==> src/rtl/vga_timing_pkg.sv <==
// vga_timing_pkg: default 640x480@60 raster constants shared by the
// timing generator and the renderer, plus the axis-total helper.
package vga_timing_pkg;

    localparam int DEF_CLK_DIV  = 4;
    localparam int DEF_CW       = 11;

    localparam int DEF_H_ACTIVE = 640;
    localparam int DEF_H_FP     = 16;
    localparam int DEF_H_SYNC   = 96;
    localparam int DEF_H_BP     = 48;

    localparam int DEF_V_ACTIVE = 480;
    localparam int DEF_V_FP     = 10;
    localparam int DEF_V_SYNC   = 2;
    localparam int DEF_V_BP     = 33;

    function automatic int axis_total(
        input int active,
        input int fp,
        input int sync,
        input int bp
    );
        return active + fp + sync + bp;
    endfunction

endpackage

==> src/rtl/vga_axis_counter.sv <==
// vga_axis_counter: one raster axis (pixel or line) wrapping at TOTAL-1.
// wrap_in chains the terminal count so wrap_out of the v axis marks frame end.
module vga_axis_counter #(
    parameter int TOTAL = 800,
    parameter int CW    = 11
) (
    input  logic          clk,
    input  logic          reset,
    input  logic          ce,
    input  logic          wrap_in,
    output logic [CW-1:0] count,
    output logic          wrap_out
);

    localparam logic [CW-1:0] LAST = CW'(TOTAL - 1);

    assign wrap_out = wrap_in && (count == LAST);

    // Reset parks on the last position so the first advance lands on 0.
    always_ff @(posedge clk) begin
        if (reset) begin
            count <= LAST;
        end else if (ce) begin
            count <= (count == LAST) ? '0 : count + CW'(1);
        end
    end

endmodule

==> src/rtl/vga_timing_gen.sv <==
// vga_timing_gen: parametrised raster timing generator with pixel clock-enable.
// hsync/vsync/de can be delayed PIPE_DLY pixels to match a pixel pipeline.
module vga_timing_gen
    import vga_timing_pkg::*;
#(
    parameter int CLK_DIV  = DEF_CLK_DIV,
    parameter int CW       = DEF_CW,
    parameter int H_ACTIVE = DEF_H_ACTIVE,
    parameter int H_FP     = DEF_H_FP,
    parameter int H_SYNC   = DEF_H_SYNC,
    parameter int H_BP     = DEF_H_BP,
    parameter int V_ACTIVE = DEF_V_ACTIVE,
    parameter int V_FP     = DEF_V_FP,
    parameter int V_SYNC   = DEF_V_SYNC,
    parameter int V_BP     = DEF_V_BP,
    parameter bit H_POL    = 1'b0,
    parameter bit V_POL    = 1'b0,
    parameter int PIPE_DLY = 0
) (
    input  logic          clk,
    input  logic          reset,
    output logic          pix_ce,
    output logic          hsync,
    output logic          vsync,
    output logic          de,
    output logic [CW-1:0] x,
    output logic [CW-1:0] y,
    output logic          line_start,
    output logic          frame_start
);

    localparam int H_TOTAL = axis_total(H_ACTIVE, H_FP, H_SYNC, H_BP);
    localparam int V_TOTAL = axis_total(V_ACTIVE, V_FP, V_SYNC, V_BP);
    localparam int DW      = (CLK_DIV > 1) ? $clog2(CLK_DIV) : 1;

    localparam logic [CW-1:0] HA  = CW'(H_ACTIVE);
    localparam logic [CW-1:0] HS0 = CW'(H_ACTIVE + H_FP);
    localparam logic [CW-1:0] HS1 = CW'(H_ACTIVE + H_FP + H_SYNC);
    localparam logic [CW-1:0] VA  = CW'(V_ACTIVE);
    localparam logic [CW-1:0] VS0 = CW'(V_ACTIVE + V_FP);
    localparam logic [CW-1:0] VS1 = CW'(V_ACTIVE + V_FP + V_SYNC);

    if (H_SYNC == 0 || V_SYNC == 0) begin : g_bad_sync
        $error("vga_timing_gen: H_SYNC and V_SYNC must be non-zero");
    end
    if (H_TOTAL >= (1 << CW) || V_TOTAL >= (1 << CW)) begin : g_bad_cw
        $error("vga_timing_gen: H_TOTAL/V_TOTAL do not fit in CW bits");
    end
    if (PIPE_DLY < 0 || PIPE_DLY > 7 || CLK_DIV < 1) begin : g_bad_dly
        $error("vga_timing_gen: PIPE_DLY must be 0..7, CLK_DIV >= 1");
    end

    logic [DW-1:0] div;
    logic          tick;
    logic [CW-1:0] h;
    logic [CW-1:0] v;
    logic          h_wrap;
    logic          f_wrap;
    logic [CW-1:0] h_n;
    logic [CW-1:0] v_n;
    logic          act;
    logic          hs_on;
    logic          vs_on;

    logic [PIPE_DLY:0] hs_sr;
    logic [PIPE_DLY:0] vs_sr;
    logic [PIPE_DLY:0] de_sr;

    assign tick = (div == DW'(CLK_DIV - 1));

    always_ff @(posedge clk) begin
        if (reset) begin
            div <= '0;
        end else begin
            div <= tick ? '0 : div + DW'(1);
        end
    end

    vga_axis_counter #(
        .TOTAL (H_TOTAL),
        .CW    (CW)
    ) u_h (
        .clk      (clk),
        .reset    (reset),
        .ce       (tick),
        .wrap_in  (1'b1),
        .count    (h),
        .wrap_out (h_wrap)
    );

    vga_axis_counter #(
        .TOTAL (V_TOTAL),
        .CW    (CW)
    ) u_v (
        .clk      (clk),
        .reset    (reset),
        .ce       (tick & h_wrap),
        .wrap_in  (h_wrap),
        .count    (v),
        .wrap_out (f_wrap)
    );

    // Decode the position the counters move to on this tick.
    always_comb begin
        h_n = h_wrap ? '0 : h + CW'(1);
        v_n = v;
        if (h_wrap) begin
            v_n = f_wrap ? '0 : v + CW'(1);
        end
        act   = (h_n < HA) && (v_n < VA);
        hs_on = (h_n >= HS0) && (h_n < HS1);
        vs_on = (v_n >= VS0) && (v_n < VS1);
    end

    always_ff @(posedge clk) begin
        if (reset) begin
            pix_ce      <= 1'b0;
            x           <= '0;
            y           <= '0;
            line_start  <= 1'b0;
            frame_start <= 1'b0;
            hs_sr       <= {(PIPE_DLY + 1){~H_POL}};
            vs_sr       <= {(PIPE_DLY + 1){~V_POL}};
            de_sr       <= '0;
        end else begin
            pix_ce <= tick;
            if (tick) begin
                x           <= act ? h_n : '0;
                y           <= act ? v_n : '0;
                line_start  <= (h_n == '0);
                frame_start <= (h_n == '0) && (v_n == '0);
                hs_sr[0]    <= hs_on ? H_POL : ~H_POL;
                vs_sr[0]    <= vs_on ? V_POL : ~V_POL;
                de_sr[0]    <= act;
                for (int i = 1; i <= PIPE_DLY; i++) begin
                    hs_sr[i] <= hs_sr[i-1];
                    vs_sr[i] <= vs_sr[i-1];
                    de_sr[i] <= de_sr[i-1];
                end
            end
        end
    end

    assign hsync = hs_sr[PIPE_DLY];
    assign vsync = vs_sr[PIPE_DLY];
    assign de    = de_sr[PIPE_DLY];

endmodule
==> config.mk <==
export PLATFORM = sky130hd
export DESIGN_NAME = vga_timing_gen
export DESIGN_NICKNAME = d
export VERILOG_FILES = /design/src/rtl/vga_timing_pkg.sv /design/src/rtl/vga_axis_counter.sv /design/src/rtl/vga_timing_gen.sv
export SDC_FILE = /design/constraint.sdc
export NUM_CORES = 1
export LEC_CHECK = 0
export ABC_AREA = 1
export CAP_MARGIN = 10
export CORE_AREA = 2 2 85 87
export CTS_CLUSTER_SIZE = 28
export DETAILED_ROUTE_END_ITERATION = 10
export DIE_AREA = 0 0 87 89
export GPL_TIMING_DRIVEN = 0
export PLACE_DENSITY = 0.63
export SYNTH_ARGS = -nofsm -noshare
export SYNTH_HDL_FRONTEND = slang
export SYNTH_SLANG_ARGS = --single-unit
export TNS_END_PERCENT = 100
==> constraint.sdc <==
create_clock -name clk -period 2.95 [get_ports clk]
set_clock_uncertainty 0.05 [all_clocks]
set_input_delay 0.4425 -clock clk [delete_from_list [all_inputs] [get_ports clk]]
set_output_delay 0.4425 -clock clk [all_outputs]
set_load 0.05 [all_outputs]
==> flow_metrics.env <==
export IMPL_antenna_found_initial=0
export IMPL_synth_compound_area_frac=0.09005
export IMPL_antenna_cells=0
export IMPL_synth_yosys_seq_area_share=0.3943
export IMPL_worst_r2r_path_depth=11
export IMPL_htree_levels=2
export IMPL_min_from="div[0]"
export IMPL_hold_class="flop to flop"
export IMPL_ant_nets=0
export IMPL_ys_warn_count=0
export IMPL_core_area_sq_um=6719
export IMPL_critPathLaunch="u_h.count[1]"
export IMPL_initial_utilization=0.3929
export IMPL_leakagePower_nw=1.459
export IMPL_fp_row_count=30
export IMPL_layout_nets=434
export IMPL_path_cells="ha_1 > nand4_1 > nor2_4 > nand3_1 > nand2_1 > nand2_1 > o21ai_1 > nor2_2 > buf_6 > nand3_1 > nand2_1"
export IMPL_r2r_end="x[8]"
export IMPL_crit_slowest_cell="dfxtp_1"
export IMPL_timing_rr_start="u_h.count[1]"
export IMPL_portBuffers=29
export IMPL_ios=30
export IMPL_gp_congestion=0.8948
export IMPL_holdPathStages=1
export IMPL_grt_max_degree=19
export IMPL_insertion_delay_ps=310
export IMPL_fin_cells=509
export IMPL_fmax_mhz=463.3
export IMPL_viasPerCell=5.004
export IMPL_synth_xor_area_frac=0.01943
export IMPL_vdd_ir_drop_max_v=0.0002475
export IMPL_hold_path_endpoint="div[0]"
export IMPL_synthCells=392
export IMPL_dp_hpwl_mm=4.714
export IMPL_status="finished, final reports clean"
export IMPL_start_kind="flop"
export IMPL_ys_async_sr_fraction=0
export IMPL_syn_num_nets=398
export IMPL_r2r_setup_slack_ps=790
export IMPL_place_inst=501
export IMPL_area_growth_pct=18.44
export IMPL_drt_initial_drc_count=122
export IMPL_die_area_sq_um=7743
export IMPL_arrival_ps=2330
export IMPL_clk_pin_slew_ps=110
export IMPL_clock_path_buffers=2
export IMPL_grt_pass1_vias=2419
export IMPL_power_density_nw_per_um2=575.3
export IMPL_globalRouteOverflowTotal=0
export IMPL_path_delay_family="simple AND/OR/NAND/NOR gates"
export IMPL_track_usage=0.1741
export IMPL_ys_flop_type="dfxtp_1"
export IMPL_cts_setup_buffers=0
export IMPL_synthesis_area_sq_um=2640
export IMPL_grt_setup_unrepaired="false"
export IMPL_final_setup_tns_ps=0
export IMPL_fin_crit_sh=0.7317
export IMPL_cts_made_buffers=5
export IMPL_synth_area_mux_share=0
export IMPL_crit_buf_inv=1
export IMPL_dieWidth_um=87
export IMPL_max_cap_violations=0
export IMPL_fin_crit_ps=2159
export IMPL_slew_violations=0
export IMPL_synth_edf_count=0
export IMPL_critPathRequiredTime_ps=3120
export IMPL_end_kind="flop"
export IMPL_vias=2547
export IMPL_wl_per_cell_um=12.36
export IMPL_wl_met1_mm=2.979
export IMPL_synthAdderAreaFrac=0.01896
export IMPL_root_buffer="clkbuf_8"
export IMPL_chipHeight_um=89
export IMPL_slew_headroom=0.6607
export IMPL_critPathMaxFanout=10
export IMPL_tritoncts="done"
export IMPL_worst_slew_pin_slew_ps=507.4
export IMPL_grt_pass1_wl_mm=10.75
export IMPL_routed_wl_mm=6.292
export IMPL_critical_path_class="flop to flop"
export IMPL_ctsResizeCount=0
export IMPL_final_setup_viol_count=0
export IMPL_cp_common_cell="nand2_1"
export IMPL_yosys_area_share_simple=0.3839
export IMPL_dr_pass1_iters=4
export IMPL_cp_slowest_stage_delay_ps=380
export IMPL_post_route_drc_count=0
export IMPL_cts_sinks=52
export IMPL_drive_gt1_frac=0.07226
export IMPL_synth_seq_cells=52
export IMPL_wl_met2_mm=3.063
export IMPL_top_layer="met4"
export IMPL_cts_hold_buf=0
export IMPL_hold_violations=0
export IMPL_yosysUniqueCellTypes=27
export IMPL_avgSynthCellArea_sq_um=6.735
export IMPL_wl_met3_um=182
export IMPL_synth_top_family_by_area="simple AND/OR/NAND/NOR gates"
==> cells in the final DEF, fill, tap and decap left out, types with 2 or more instances in the layout <==
master,netlist,layout
a211oi_1,4,4
a21oi_1,14,14
a22oi_1,5,5
buf_2,5,5
buf_6,4,4
clkbuf_1,4,4
clkbuf_8,0,5
clkdlybuf4s50_1,0,29
dfxtp_1,52,52
ha_1,4,4
inv_1,40,40
inv_2,2,2
nand2_1,121,121
nand2_2,2,2
nand3_1,52,52
nand3_2,3,3
nand4_1,6,6
nor2_1,43,43
nor2_2,3,3
nor2_4,3,3
o21ai_0,11,11
o21ai_1,2,2
o22ai_1,3,3
xor2_1,4,4
==> logic make-up (layout without fill, tap and decap cells) <==
logic type / after synthesis / in the layout
buffers and inverters: 56 / 93
AND/OR/NAND/NOR: 234 / 234
adder cells (fa/ha/maj): 4 / 4
XOR/XNOR: 5 / 5
flip-flops: 52 / 52
AO/OA/AOI/OAI: 41 / 41
==> worst reg2reg max path: stages (launching register included) <==
cell,delay (ps)
dfxtp_1,380
ha_1,240
nand4_1,220
nor2_4,310
nand3_1,110
nand2_1,170
nand2_1,80
o21ai_1,160
nor2_2,70
buf_6,140
nand3_1,80
nand2_1,50
==> stage by stage <==
stage / cell area [sq um] / hold slack [ps] / setup slack (ps) / total power [mW] / utilization
after floorplan: 2640 / 349.2 / 1144 / 1.239 / -
after global placement: 3030 / 357.4 / 460.7 / 1.370 / 0.4510
after detailed placement: 3030 / 370.7 / 414.9 / 1.375 / 0.4510
after CTS: 3127 / 391.4 / 752.8 / 1.816 / 0.4654
after global routing: 3127 / 406.3 / 552.6 / 1.919 / 0.4654
final: 3127 / 390.0 / 791.4 / 1.799 / 0.4654
==> layout make-up <==
cell class	instances	area [sq um]
Inverter	43	161.4
Multi-Input combinational cell	284	1353
Sequential cell	52	1041
Clock buffer	5	68.82
Tap cell	80	100.1
Fill cell	706	3592
Timing Repair Buffer	29	290.3
Clock inverter	3	27.53
Buffer	13	85.08
==> flip-flops by register name (all words and copies together), names as in the netlist <==
name and cells:
pix_ce 1, line_start 1, de 1, x 11, y 11, frame_start 1, vsync 1, hsync 1
div 2, u_h.count 11, u_v.count 11
==> cell usage after synthesis (all sizes together), types with 3 or more instances <==
| cell type | instances | area [sq um] |
|---|---|---|
| nand2 | 123 | 466.7 |
| o22ai | 3 | 18.77 |
| ha | 4 | 50.05 |
| clkbuf | 4 | 15.01 |
| a22oi | 5 | 37.54 |
| a21oi | 14 | 70.07 |
| buf | 9 | 70.06 |
| nand3 | 55 | 290.3 |
| xor2 | 5 | 51.30 |
| dfxtp | 52 | 1041 |
| inv | 42 | 157.6 |
| nand4 | 6 | 37.54 |
| nor2 | 49 | 214.0 |
| o21ai | 13 | 65.06 |
| a211oi | 4 | 30.03 |
==> metal layers <==
metal | track usage | up-vias
met1 | 0.2115 | 1170
met4 | 0.04545 | 0
met5 | 0 | -
li1 | - | 1329
met3 | 0.03324 | 9
met2 | 0.3158 | 39
==> how the worst max path moves through the flow <==
stage / endpoint / cells after the start
after CTS: x[0] / 7
after detailed placement: x[0] / 7
final: x[8] / 11
after global placement: y[7] / 7
after global routing: x[4] / 7
after floorplan: x[8] / 11
==> report_power, final <==
part           switching (mW)  leakage, nW  internal (mW)  total (mW)
Combinational           0.407        0.992          0.197       0.605
Sequential             0.0259        0.421          0.731       0.757
Clock                   0.263       0.0463          0.175       0.438
Note: power is estimated with default switching activity, not from simulation.
